### src/rtl/spi_master_ctrl_if.sv
// Host-side word handshake plus SPI pin bundle for spi_master_ctrl.
// "slave" is the controller's view; "master" is the host/board side that drives it.
interface spi_master_ctrl_if #(
  parameter int Register_Width = 8
);
  logic [Register_Width-1:0] Tx_Data;
  logic                      Tx_Valid;
  logic                      Tx_Ready;
  logic [Register_Width-1:0] Rx_Data;
  logic                      Rx_Valid;
  logic                      SCLK;
  logic                      MOSI;
  logic                      MISO;
  logic                      CS_n;

  modport master (
    output Tx_Data, Tx_Valid, MISO,
    input  Tx_Ready, Rx_Data, Rx_Valid, SCLK, MOSI, CS_n
  );

  modport slave (
    input  Tx_Data, Tx_Valid, MISO,
    output Tx_Ready, Rx_Data, Rx_Valid, SCLK, MOSI, CS_n
  );
endinterface

### src/rtl/spi_master_ctrl.sv
// SPI mode-0 master: accepts a word on valid/ready, shifts it out MSB-first on MOSI
// while capturing MISO, then reports the received word with a one-cycle Rx_Valid.
module spi_master_ctrl #(
  parameter int Register_Width = 8,
  parameter int CLK_DIV        = 4
) (
  input  logic              clk,
  input  logic              rst,
  spi_master_ctrl_if.slave  bus
);

  localparam int DIV_W = $clog2(CLK_DIV) + 1;
  localparam int BIT_W = $clog2(Register_Width);
  localparam logic [DIV_W-1:0] DIV_LAST = DIV_W'(CLK_DIV - 1);
  localparam logic [BIT_W-1:0] BIT_LAST = BIT_W'(Register_Width - 1);

  typedef enum logic [1:0] {IDLE, SETUP, XFER, HOLD} state_t;

  state_t                    state_reg,    state_next;
  logic [DIV_W-1:0]          div_cnt_reg,  div_cnt_next;
  logic [BIT_W-1:0]          bit_cnt_reg,  bit_cnt_next;
  logic [Register_Width-1:0] shift_reg,    shift_next;
  logic [Register_Width-1:0] rx_data_reg,  rx_data_next;
  logic                      rx_valid_reg, rx_valid_next;
  logic                      sclk_reg,     sclk_next;
  logic                      mosi_reg,     mosi_next;
  logic                      cs_n_reg,     cs_n_next;
  logic                      tx_ready_reg, tx_ready_next;
  logic                      div_last;

  assign div_last = (div_cnt_reg == DIV_LAST);

  always_ff @(posedge clk) begin
    if (rst) begin
      state_reg    <= IDLE;
      div_cnt_reg  <= '0;
      bit_cnt_reg  <= '0;
      shift_reg    <= '0;
      rx_data_reg  <= '0;
      rx_valid_reg <= 1'b0;
      sclk_reg     <= 1'b0;
      mosi_reg     <= 1'b0;
      cs_n_reg     <= 1'b1;
      tx_ready_reg <= 1'b1;
    end else begin
      state_reg    <= state_next;
      div_cnt_reg  <= div_cnt_next;
      bit_cnt_reg  <= bit_cnt_next;
      shift_reg    <= shift_next;
      rx_data_reg  <= rx_data_next;
      rx_valid_reg <= rx_valid_next;
      sclk_reg     <= sclk_next;
      mosi_reg     <= mosi_next;
      cs_n_reg     <= cs_n_next;
      tx_ready_reg <= tx_ready_next;
    end
  end

  always_comb begin
    state_next    = state_reg;
    div_cnt_next  = div_cnt_reg;
    bit_cnt_next  = bit_cnt_reg;
    shift_next    = shift_reg;
    rx_data_next  = rx_data_reg;
    rx_valid_next = 1'b0;
    sclk_next     = sclk_reg;
    mosi_next     = mosi_reg;
    cs_n_next     = cs_n_reg;
    tx_ready_next = tx_ready_reg;

    case (state_reg)
      IDLE: begin
        if (bus.Tx_Valid && tx_ready_reg) begin
          state_next    = SETUP;
          shift_next    = bus.Tx_Data;
          mosi_next     = bus.Tx_Data[Register_Width-1];
          cs_n_next     = 1'b0;
          tx_ready_next = 1'b0;
          div_cnt_next  = '0;
          bit_cnt_next  = '0;
        end
      end

      SETUP: begin
        if (div_last) begin
          div_cnt_next = '0;
          state_next   = XFER;
        end else begin
          div_cnt_next = div_cnt_reg + DIV_W'(1);
        end
      end

      XFER: begin
        if (div_last) begin
          div_cnt_next = '0;
          if (!sclk_reg) begin
            // Capture and shift on the rising edge; MOSI is a separate register, so
            // the outgoing bit is already safe and the MISO bit can enter the LSB.
            sclk_next  = 1'b1;
            shift_next = {shift_reg[Register_Width-2:0], bus.MISO};
          end else begin
            sclk_next = 1'b0;
            if (bit_cnt_reg == BIT_LAST) begin
              state_next = HOLD;
            end else begin
              bit_cnt_next = bit_cnt_reg + BIT_W'(1);
              mosi_next    = shift_reg[Register_Width-1];
            end
          end
        end else begin
          div_cnt_next = div_cnt_reg + DIV_W'(1);
        end
      end

      HOLD: begin
        if (div_last) begin
          state_next    = IDLE;
          div_cnt_next  = '0;
          bit_cnt_next  = '0;
          rx_data_next  = shift_reg;
          rx_valid_next = 1'b1;
          cs_n_next     = 1'b1;
          tx_ready_next = 1'b1;
        end else begin
          div_cnt_next = div_cnt_reg + DIV_W'(1);
        end
      end

      default: state_next = IDLE;
    endcase
  end

  assign bus.Tx_Ready = tx_ready_reg;
  assign bus.Rx_Data  = rx_data_reg;
  assign bus.Rx_Valid = rx_valid_reg;
  assign bus.SCLK     = sclk_reg;
  assign bus.MOSI     = mosi_reg;
  assign bus.CS_n     = cs_n_reg;

endmodule

### src/flat_wrapper.sv
// flat-port wrapper written by rule: the top's interface ports become plain ports
module spi_master_ctrl_flat 
#(
  parameter int Register_Width = 8,
  parameter int CLK_DIV        = 4
)
  (clk, rst, bus_Tx_Data, bus_Tx_Valid, bus_MISO, bus_Tx_Ready, bus_Rx_Data, bus_Rx_Valid, bus_SCLK, bus_MOSI, bus_CS_n);
  spi_master_ctrl_if #(.Register_Width(Register_Width)) bus_i ();
  input  logic clk;
  input  logic rst;
  input wire logic [$bits(bus_i.Tx_Data)-1:0] bus_Tx_Data;
  input wire logic [$bits(bus_i.Tx_Valid)-1:0] bus_Tx_Valid;
  input wire logic [$bits(bus_i.MISO)-1:0] bus_MISO;
  output wire logic [$bits(bus_i.Tx_Ready)-1:0] bus_Tx_Ready;
  output wire logic [$bits(bus_i.Rx_Data)-1:0] bus_Rx_Data;
  output wire logic [$bits(bus_i.Rx_Valid)-1:0] bus_Rx_Valid;
  output wire logic [$bits(bus_i.SCLK)-1:0] bus_SCLK;
  output wire logic [$bits(bus_i.MOSI)-1:0] bus_MOSI;
  output wire logic [$bits(bus_i.CS_n)-1:0] bus_CS_n;
  assign bus_i.Tx_Data = bus_Tx_Data;
  assign bus_i.Tx_Valid = bus_Tx_Valid;
  assign bus_i.MISO = bus_MISO;
  assign bus_Tx_Ready = bus_i.Tx_Ready;
  assign bus_Rx_Data = bus_i.Rx_Data;
  assign bus_Rx_Valid = bus_i.Rx_Valid;
  assign bus_SCLK = bus_i.SCLK;
  assign bus_MOSI = bus_i.MOSI;
  assign bus_CS_n = bus_i.CS_n;
  spi_master_ctrl #(.Register_Width(Register_Width), .CLK_DIV(CLK_DIV)) u_core (.clk(clk), .rst(rst), .bus(bus_i));
endmodule
### config.mk
export PLATFORM = sky130hd
export DESIGN_NAME = spi_master_ctrl_flat
export DESIGN_NICKNAME = d
export VERILOG_FILES = /design/src/rtl/spi_master_ctrl_if.sv /design/src/rtl/spi_master_ctrl.sv /design/src/flat_wrapper.sv
export SDC_FILE = /design/constraint.sdc
export NUM_CORES = 1
export LEC_CHECK = 0
export ABC_AREA = 1
export CAP_MARGIN = 0
export CORE_ASPECT_RATIO = 1.25
export CORE_MARGIN = 2
export CORE_UTILIZATION = 40
export DETAILED_ROUTE_END_ITERATION = 6
export SLEW_MARGIN = 30
export SYNTH_ARGS = -nofsm -noshare
export SYNTH_HDL_FRONTEND = slang
export SYNTH_SLANG_ARGS = --single-unit
### constraint.sdc
create_clock -name clk -period 5.25 [get_ports clk]
set_clock_uncertainty 0.2 [all_clocks]
set_input_delay 1.05 -clock clk [delete_from_list [all_inputs] [get_ports clk]]
set_output_delay 1.05 -clock clk [all_outputs]
set_load 0.05 [all_outputs]
## Word-level counts from Yosys, hierarchy flattened

Index checks and enable logic that the tools add are counted.

- Register bits: 28

- Reductions and logical operators: 14
- Equality and inequality tests: 13
- Muxes and demuxes: 29
- Add/sub/neg operators: 2
- Bitwise operators: 1

Operators with widths:

| kind | number |
|---|---|
| $mux 8 | 3 |
| $mux 3 | 6 |
| $pmux 8 s2 | 1 |
| $mux 2 | 6 |
| $ne 2x1->1 const B | 6 |
| $reduce_and 6->1 | 2 |
| $pmux 3 s3 | 1 |
| $mux 1 | 8 |
| $pmux 2 s4 | 1 |
| $add 3x1->3 const B | 2 |
| $pmux 3 s2 | 1 |
| $reduce_and 5->1 | 1 |
| $eq 2x2->1 const B | 2 |
| $ne 2x2->1 const B | 2 |
| $pmux 1 s2 | 2 |
| $reduce_and 2->1 | 2 |
| $reduce_and 4->1 | 1 |
| $reduce_bool 2->1 | 2 |
| $eq 3x2->1 const B | 1 |
| $eq 3x3->1 const B | 1 |
| $reduce_and 3->1 | 1 |
| $reduce_bool 3->1 | 1 |
| $reduce_or 3->1 | 1 |
| $eq 2x1->1 const B | 1 |
| other kinds (4) | 4 |

## Logic depth before layout (Yosys ltp)

Gate-level depths: netlist of run 1.

- Depth after elaboration: 5
- Gate-level depth with buffers: 10
- Gate-level depth less buffers: 10

## Least setup slack after synthesis of run 1

Ideal clock, no wire load.

- Kind: register to output
- From: register u_core.tx_ready_reg (netlist: u_core.bus.Tx_Ready)
- To: output bus_Tx_Ready
- Data arrival time: 926 ps
- Required time: 4,000 ps
- Setup slack: 3,074 ps
- Stages on the path, launching flop included: 2
- Path through: dfxtp_1 -> buf_4

RTL lines:

| what | line | source |
|---|---|---|
| start: declaration | spi_master_ctrl.sv:28 | `logic tx_ready_reg, tx_ready_next;` |
| start signal: assignment | spi_master_ctrl.sv:55 | `tx_ready_reg <= tx_ready_next;` |
| end: declaration | flat_wrapper.sv:14 | `output wire logic [$bits(bus_i.Tx_Ready)-1:0] bus_Tx_Ready;` |

No word-level cell between the ends.

## Worst setup path after layout of run 1

- From: register u_core.tx_ready_reg (netlist: u_core.bus.Tx_Ready)
- To: output bus_Tx_Ready

No word-level cell between the ends.

==> results of run 1 <==
==> kinds of logic (layout without fill, tap and decap cells) <==
kind of cell,Yosys count,count (layout)
AOI/OAI and AO/OA,23,23
DFF,28,28
buffers and inverters,23,45
muxes,8,8
adders and majority gates,10,10
and+or+nand+nor,100,100
==> through the flow <==
step	util [%]	area [µm²]	hold slack [ns]	cells
finish	52.6	1710	0.252	251
global route	52.6	1710	0.278	251
CTS	52.6	1710	0.256	251
global placement	50.4	1640	0.242	247
floorplan	-	1390	0.228	192
detailed placement	50.4	1640	0.243	247
==> area by class of cell <==
type                            instances  area share [%]
Multi-Input combinational cell        141            42.6
Sequential cell                        28            32.7
Clock inverter                          1            1.75
Timing Repair Buffer                   24            14.0
Tap cell                               37            2.70
Clock buffer                            3            2.41
Inverter                               17            3.73
==> worst min-delay path by stage <==
stage,start,endpoint,slack [ns],cells past startpoint
after floorplan,u_core.div_cnt_reg[2],u_core.div_cnt_reg[2],0.23,2
after global placement,u_core.div_cnt_reg[2],u_core.div_cnt_reg[2],0.24,2
after detailed placement,u_core.div_cnt_reg[2],u_core.div_cnt_reg[2],0.24,2
after CTS,u_core.div_cnt_reg[2],u_core.div_cnt_reg[2],0.26,2
after global routing,u_core.div_cnt_reg[2],u_core.div_cnt_reg[2],0.28,2
final,u_core.div_cnt_reg[2],u_core.div_cnt_reg[2],0.25,2
==> worst reg2reg max path, cell delays in order (launching register included) <==
cell	delay, ns
dfxtp_1	0.42
inv_1	0.12
ha_1	0.46
nand2_1	0.16
nand2_1	0.10
nor2_1	0.35
nand2_1	0.12
nand2_1	0.08
nand2_1	0.04
nor2_1	0.09
==> routing by layer <==
| metal | part of all wire, % | up-vias | routed length, µm |
|---|---|---|---|
| li1 | - | 648 | - |
| met2 | 46 | 20 | 1270 |
| met4 | 0.40 | 0 | 11 |
| met1 | 49 | 557 | 1350 |
| met3 | 4.1 | 2 | 112 |
| met5 | 0 | - | 0 |
==> power breakdown <==
part	internal (W)	total, W	switching [W]	leakage [nW]
Clock	0.000102	0.000170	0.0000675	0.0357
Combinational	0.000188	0.000498	0.000310	0.486
Sequential	0.000274	0.000325	0.0000512	0.229
Total	0.000564	0.000992	0.000428	0.751
==> Yosys cell counts <==
library cell	instances	share of area, %
a21oi_1	14	5.0
nand3_1	3	1.1
o21ai_0	6	2.2
mux2i_1	8	5.8
a221oi_1	1	0.63
dfxtp_1	28	40
or2_4	1	0.63
or2_2	1	0.45
a21oi_4	1	1.2
buf_1	1	0.27
clkbuf_1	1	0.27
o211ai_1	1	0.54
nor2_1	32	8.6
ha_1	10	9.0
inv_1	16	4.3
inv_2	1	0.27
buf_6	1	0.81
buf_2	2	0.72
nand2_1	61	16
buf_4	1	0.54
nand4_1	2	0.90
==> results.md, run 1 <==
- Synth Area per Inst: 7.24 µm²
- Most common cell after layout, fill and taps aside: nand2_1
- Delay-heaviest family, CP: buffers and inverters
- Chip Height: 69.9 µm
- Hold Path Class: reg -> reg
- RSZ-0062 raised after global routing: no
- Routed via count: 1227
- Tcrit/Tclk final: 51.7%
- CP endpoint: bus_Tx_Ready
- Post-route setup slack: around 2.5 ns
- Post-synthesis register bit count: 28
- Design Power: 0.000992 W
- Placer congestion estimate: 0.762
- Max Clk Rate: 369 MHz
- GRT Residual Overflow: 0
- Status: finished clean
- Adder-cell share of the synthesized area: 9.00%
- Met1 GRT Util: 19.3%
- Buffers on Ports: 24
- DR vias/cell: 4.89
- Final min period: 2.71 ns
- Layout cells sized above 1: ~3.7%
- Clock Path Buffers: 2
- Startpoint types: flop
- Reg-to-Reg Start: u_core.state_reg[0]
- Synth Instances: 192
- Initial core utilization: between 40% and 50%
- Xor and xnor area share after synthesis: 0%
- Pwr Density: 580 mW/mm²
- Initial DRC count: 44
- Synth Area in Simple Gates: 28.2%
- GRT Total Usage: 15.3%
- Worst reg2reg path depth: 9
- Pleak: 0.751 nW
- Final wirelength: 2.74 mm
- Final nets: 237
- Slowest Stage Delay on Critical Path: between 0.8 and 0.9 ns
- WP depth: 1
- M2 GR Usage: a little over a quarter
- Final setup violating endpoints: 0
- Worst R2R Setup Slack: slightly above 3 ns
- Wire length per cell: 10.9 µm
- Reg area: 561 µm²
- Max VDD drop: 0.000318 V
- CTS tree: yes
- Final hold vios: 0
- Most frequent cells in the layout: nand2_1, nor2_1, dfxtp_1, clkdlybuf4s50_1, inv_1
- Distinct cells, synth: 21
- Max_slew headroom: roughly 54%
- Busiest grt layer: met2
- CP endpoint kind: primary output
- Dpl ws: 2.49 ns
- Reg2reg end: u_core.bit_cnt_reg[0]
- Worst-path maximum fanout: 4
- Max-slew violations: 0
- HPWL after detailed placement: 2.04 mm
- Netlist Area Pre-Place: 0.00139 mm²
- Worst path bufs/invs: 1
- Critical path, cell by cell: clkdlybuf4s50_1
- Critical Path AT: about 1.5 ns
- Worst path required time: 4.00 ns
- Rows: 23
- Fill cells: 324
- Max-cap violations: 0
- CTS-repair resized insts: 0
- Met3 Use GR: 2.78%
- Hold Buf Count CTS: 0
- Largest net degree at the start of global routing: 17
- Antenna violations before repair: 0
- CTS sink cnt: 28
- Top-level port count: 25
- Core ar.: 0.00325 mm²
- Vias in the first global route: 1179
- Worst-Skew Late Latency: 0.27 ns
- Sequential area share after synthesis: 40.3%
- Antenna violation net count after detailed routing: 0
- Root Buffer: clkbuf_8
- Critical Path Source: u_core.bus.Tx_Ready
- N_diodes: 0
- Compound-Gate Fraction of Synth Area: 9.54%
- Postcts setup bufs: 0
- Global-route wire length before repair: around 5.0 mm
- Critical path type: reg -> out
- CP max-delay cell: clkdlybuf4s50_1
- Die Area: ~0.0040 mm²
- First-pass DRT Iterations: 4
- Clock-pin slew on the worst setup and hold paths: 0.09 ns
- Area of the multi-input gates: 729 µm²
- Residual DRC: 0
- Layout area overhead: 23.1%
- Yosys warns: 0
- Largest family of logic cells by synthesized area: simple AND/OR/NAND/NOR gates
- Mapped Nets: ~210
- Worst slew pin tran: just under 0.7 ns
- Fin Setup TNS: 0 ns
- Die X: 56.7 µm
- Max H-tree Level: 1
- CTS Buf Count: 3
- Multiplexer share of the synthesized area: 5.76%
Power figures use the tool's default switching activity.
==> run 2, diff against run 1 <==
--- a/config.mk
+++ b/config.mk
@@ -11,6 +11,7 @@
 export CORE_MARGIN = 2
 export CORE_UTILIZATION = 40
 export DETAILED_ROUTE_END_ITERATION = 6
+export PLACE_DENSITY = 0.66
 export SLEW_MARGIN = 30
 export SYNTH_ARGS = -nofsm -noshare
 export SYNTH_HDL_FRONTEND = slang
==> constraint.sdc (replaced) <==
create_clock -name clk -period 2.3 [get_ports clk]
set_clock_uncertainty 0.2 [all_clocks]
set_input_delay 0.46 -clock clk [delete_from_list [all_inputs] [get_ports clk]]
set_output_delay 0.46 -clock clk [all_outputs]
set_load 0.05 [all_outputs]
==> run 2 against run 1 <==
Sequential share of layout area decreased by 0.70 points. Die area is the same. Critical path depth is the same. Combinational power is 130% higher. Clock power increased by 130%. Core utilization increased by 1.2 points. Design area grew 2.2%. Clock-buffer cell count unchanged. Global-route usage down 0.34 points. First-iteration DRC count is 14% lower. Via count down 3.6%. Sequential power up 130%. Largest cell class unchanged.
==> results.md, run 2 (synthesis results as in run 1) <==
- Status: finished clean
- Routed via count: 1183 (-3.6%)
- Placer congestion estimate: 0.798 (+4.7%)
- Antenna violation net count after detailed routing: 0 (unchanged)
- Die Area: 0.00397 mm² (unchanged)
- Worst-path maximum fanout: 4 (unchanged)
- P_int: 0.00132 W (+130%)
- Combinational power share: 50.9% (+0.8 points)
- Switching power: 0.000978 W (+130%)
- First-pass DRT Iterations: 4 (unchanged)
- Wire length per cell: 10.5 µm (-4.2%)
- Max H-tree Level: 1 (unchanged)
- Delay-heaviest family, CP: buffers and inverters
- Clock-pin slew on the worst setup and hold paths: 0.10 ns (about the same)
- Startpoint types: flop
- Fin Setup TNS: 0 ns (unchanged)
- Most common cell after layout, fill and taps aside: nand2_1
- Max-cap violations: 0 (unchanged)
- Worst path required time: 1.64 ns (-2.36 ns)
- Postcts setup bufs: 0 (unchanged)
- CTS sink cnt: 28 (unchanged)
- Top-level port count: 25 (unchanged)
- Vias in the first global route: 1079 (-8.5%)
- Die X: 56.7 µm (unchanged)
- CP endpoint kind: primary output
- Worst slew pin tran: 0.498 ns (-0.195 ns)
- Busiest grt layer: met2
- Critical path type: reg -> out
- Critical Path Source: u_core.bus.Tx_Ready
- Critical path, cell by cell: clkdlybuf4s50_1
- Met1 GRT Util: 21.4% (+2.0 points)
- Clock power share: 17.0% (about the same)
- Final min period: roughly 2.1 ns
- Dpl cell area: 0.00168 mm² (+2.3%)
- Worst hold start: u_core.div_cnt_reg[2]
- Initial DRC count: 38 (-14%)
- Antenna violations before repair: 0 (unchanged)
- Worst reg2reg path depth: 7 (-2)
- Critical Path AT: 1.47 ns (about the same)
- WP depth: 1 (unchanged)
- M2 GR Usage: 22.4% (-3.9 points)
- Most frequent cells in the layout: nand2_1, nor2_1, dfxtp_1, clkdlybuf4s50_1, inv_1
- Pleak: 0.775 nW (+3.2%)
- Sequential Power Share: 32.1% (-0.7 points)
- HPWL after detailed placement: 1.99 mm (-2.5%)
- Hold Buf Count CTS: 0 (unchanged)
- Slowest Stage Delay on Critical Path: 0.82 ns (about the same)
- Fill cells: 331 (+2.2%)
- Residual DRC: 0 (unchanged)
- Layout cells sized above 1: 5.94% (+2.2 points)
- GRT Total Usage: 14.9% (-0.34 points)
- N_diodes: 0 (unchanged)
- CP endpoint: bus_Tx_Ready
- Buffers on Ports: 24 (unchanged)
- DR vias/cell: 4.62 (-5.5%)
- Core ar.: 0.00325 mm² (unchanged)
- Worst path bufs/invs: 1 (unchanged)
- Met3 Use GR: 2.41% (-0.37 points)
- Hold slack: 0.260 ns (+0.00740 ns)
- Hold Path Class: reg -> reg
- Clock Path Buffers: 2 (unchanged)
- Tcrit/Tclk final: 92.6%
- Max_slew headroom: 66.7% (+13 points)
- Max-slew violations: 0 (unchanged)
- Final nets: 242 (+2.1%)
- Largest net degree at the start of global routing: 17 (unchanged)
- CTS tree: yes
- CP max-delay cell: clkdlybuf4s50_1
- CTS Buf Count: 3 (unchanged)
- Initial core utilization: 42.7% (unchanged)
- Sw frac: 42.6% (-0.59 points)
- Max VDD drop: 0.000676 V (+110%)
- Pwr Density: 1310 mW/mm² (+130%)
- Root Buffer: clkbuf_8
- Max Clk Rate: 470 MHz
- Worst-Skew Late Latency: 0.27 ns (about the same)
- Final setup violating endpoints: 0 (unchanged)
- Reg2reg end: u_core.shift_reg[1]
- Rows: 23 (unchanged)
- Layout area overhead: 25.8%
- Chip Height: 69.9 µm (unchanged)
- Final wirelength: 2.68 mm (-2.3%)
- Final Instance Area: 0.00175 mm² (+2.2%)
- Global-route wire length before repair: 4.79 mm (-3.9%)
- RSZ-0062 raised after global routing: no
- Reg-to-Reg Start: u_core.state_reg[0]
- CTS-repair resized insts: 0 (unchanged)
- Final hold vios: 0 (unchanged)
- Worst R2R Setup Slack: 0.34 ns (-2.71 ns)
- GRT Residual Overflow: 0 (unchanged)
==> run 2: layout make-up <==
class                      count  area, µm²  area share [%]
clock buffer                   3       41.3            2.36
tap                           37       46.3            2.65
timing repair buffer          29        278            15.9
clock inverter                 1       30.0            1.72
multi-input combinational    141        729            41.7
inverter                      17       63.8            3.65
sequential                    28        561            32.0
==> run 2: metal layers <==
metal	part of all wire, %	vias up
li1	-	653
met1	56	506
met5	0	-
met3	2.6	4
met4	1.6	0
met2	40	20
==> run 2: how the worst min path moves through the flow <==
stage          slack (ns)                     to  cells after the start
2_1_floorplan        0.23  u_core.div_cnt_reg[2]                      2
3_3_place_gp         0.25  u_core.div_cnt_reg[2]                      2
3_5_place_dp         0.25  u_core.div_cnt_reg[2]                      2
4_1_cts              0.27  u_core.div_cnt_reg[2]                      2
5_1_grt              0.29  u_core.bus.Rx_Data[3]                      2
6_report             0.26  u_core.div_cnt_reg[2]                      2
==> run 2: through the flow <==
step | worst slack (ns) | util (%) | instances | power (W)
3_3_place_gp | 0.259 | 51.6 | 252 | 0.00190
4_1_cts | 0.151 | 53.8 | 256 | 0.00231
6_report | 0.171 | 53.8 | 256 | 0.00230
3_5_place_dp | 0.226 | 51.6 | 252 | 0.00192
2_1_floorplan | 0.532 | - | 192 | 0.00168
5_1_grt | 0.0957 | 53.8 | 256 | 0.00254
==> run 2: power groups by stage <==
stage,Combinational (W),Sequential (W),Clock [W]
6_report,0.00117,0.000737,0.000389
5_1_grt,0.00135,0.000765,0.000420
4_1_cts,0.00117,0.000737,0.000395
3_5_place_dp,0.00117,0.000748,0
3_3_place_gp,0.00115,0.000749,0
2_1_floorplan,0.000912,0.000773,0
==> run 3, diff against run 2 <==
--- a/config.mk
+++ b/config.mk
@@ -12,7 +12,7 @@
 export CORE_UTILIZATION = 40
 export DETAILED_ROUTE_END_ITERATION = 6
 export PLACE_DENSITY = 0.66
-export SLEW_MARGIN = 30
+export SLEW_MARGIN = 20
 export SYNTH_ARGS = -nofsm -noshare
 export SYNTH_HDL_FRONTEND = slang
 export SYNTH_SLANG_ARGS = --single-unit
==> results of run 3 <==
The final DEF is identical to that of run 2; final timing and power are the same.
==> edit: new RTL, config.mk and constraints of run 2 <==
Re-encode `state_t` (4 states) as one-hot, 4 bits wide.
--- a/src/rtl/spi_master_ctrl.sv
+++ b/src/rtl/spi_master_ctrl.sv
@@ -15,5 +15,5 @@
   localparam logic [BIT_W-1:0] BIT_LAST = BIT_W'(Register_Width - 1);
 
-  typedef enum logic [1:0] {IDLE, SETUP, XFER, HOLD} state_t;
+  typedef enum logic [3:0] {IDLE = 4'b0001, SETUP = 4'b0010, XFER = 4'b0100, HOLD = 4'b1000} state_t;
 
   state_t                    state_reg,    state_next;
Behaviour: same outputs for any inputs over 10 cycles, from zero or initial values and one cycle with rst high; not proved beyond that.
==> edit against run 2 <==
Cell area increased by 5.1%; area after synthesis is 6.1% higher; sequential cell count increased by 2; setup slack got worse by 64 ps; final cell count rose by 12%; routed wire length increased by 18%; highest routed layer unchanged; total power rose by 1.3%; non-clock buffer count down 1; global-route usage is 2.0 points higher.
==> edit: results (changes against run 2) <==
* Layout cells sized above 1 at 9.68% (+3.7 points)
* Maximum fanout along the worst path at 5 (+1)
* Cells after Synth at 220 (+15%)
* Number of distinct library cell variants in the gate-level netlist after synthesis at 23 (+9.5%)
* Post-synthesis compound-gate area fraction at 8.82% (-0.72 points)
* Post-placement cell count at 279 (+11%)
* Via density at 4.82 (+4.2%)
* Filler Cells Inserted at 379 (+15%)
* Commonest cells in the synthesized netlist: sky130_fd_sc_hd__nand2_1, sky130_fd_sc_hd__nor2_1, sky130_fd_sc_hd__dfxtp_1, sky130_fd_sc_hd__nand3_1, sky130_fd_sc_hd__inv_1
* Pin count of the biggest net entering global routing at 19 (+2)
* Total CTS buffers at 5 (+2)
* Worst-case headroom to the max-slew limit at 66.5% (-0.17 points)
* First-pass GRT wire length at 5.39 mm (+13%)
* Clock-pin slew of the registers on the worst-case setup and hold paths at 60 ps (-40 ps)
* Logic pwr share at 47.3% (-3.6 points)
* Top cells by area, synth: sky130_fd_sc_hd__dfxtp_1, sky130_fd_sc_hd__nand2_1, sky130_fd_sc_hd__nor2_1
* Final weighted congestion of routability-driven global placement at 0.803 (+0.63%)
* Sequential fraction of the synthesis area at 40.7% (+0.39 points)
* Static leakage at 0.822 nW (+6.2%)
* Share of cell area taken by muxes after synthesis at 0% (-5.8 points)
* Hpwl dp at 2.31 mm (+16%)
* Power in combinational cells at 0.00110 W (-6%)
* Number of standard cells in the final layout excluding fillers at 287 (+12%)
* Deepest level of the CTS H-tree at 2 (+1)
* Peak supply drop at 669 µV (-0.94%)
* Power share of the sequential group at 33.9% (+1.8 points)
* Wire length per cell after detailed routing at 11.0 µm (+5.1%)
* Switching power as a share of total power at 44.3% (+1.7 points)
* Total nets after synthesis at 235 (+9.8%)
* Post-Synth Adder-Cell Area at 2.54% (-6.5 points)
* Run status: finished clean
* Nets@finish at 262 (+8.3%)
* Arrival time of data at the critical path endpoint at 1530 ps (+60 ps)
* Synth Area in XOR/XNOR at 0.594% (+0.59 points)
[edit: changes by cell type after synthesis, moves of 3 or more]
cell and change:
sky130_fd_sc_hd__ha_1 -7, sky130_fd_sc_hd__mux2i_1 -8, sky130_fd_sc_hd__nand2_2 +3, sky130_fd_sc_hd__nand3_1 +19, sky130_fd_sc_hd__nand4_1 +3, sky130_fd_sc_hd__nor2_1 +3, sky130_fd_sc_hd__nor2_2 +4, sky130_fd_sc_hd__o21ai_1 +4
[edit: final timing paths]
| kind | from | to | slack (ps) | cells past startpoint |
|---|---|---|---|---|
| worst max-delay path | u_core.bus.SCLK$_SDFFE_PP0P_ | bus_SCLK | 110 | 1 |
| worst max register to register | u_core.div_cnt_reg[0]$_SDFFE_PP0P_ | u_core.bus.Tx_Ready$_SDFFE_PP1P_ | 520 | 8 |
| worst min register to register | u_core.bus.Rx_Data[7]$_SDFFE_PP0P_ | u_core.bus.Rx_Data[7]$_SDFFE_PP0P_ | 270 | 2 |
| worst min-delay path | u_core.bus.Rx_Data[7]$_SDFFE_PP0P_ | u_core.bus.Rx_Data[7]$_SDFFE_PP0P_ | 270 | 2 |
[edit: layout make-up]
type / count / area, µm² / share of cell area, %
well taps: 39 / 48.8 / 2.65
clock inverters: 1 / 5.00 / 0.272
repair buffers: 28 / 270 / 14.7
clock buffers: 7 / 86.3 / 4.69
multi-input cells: 160 / 746 / 40.5
inverters: 22 / 82.6 / 4.49
flip-flops and latches: 30 / 601 / 32.7
[edit: metal layers]
metal | GRT usage [%] | routed length (µm) | vias up
met4 | 6.98 | 55 | 0
met1 | 20.3 | 1440 | 600
met2 | 28.0 | 1520 | 25
met3 | 4.99 | 136 | 6
li1 | - | - | 751
met5 | 0 | 0 | -
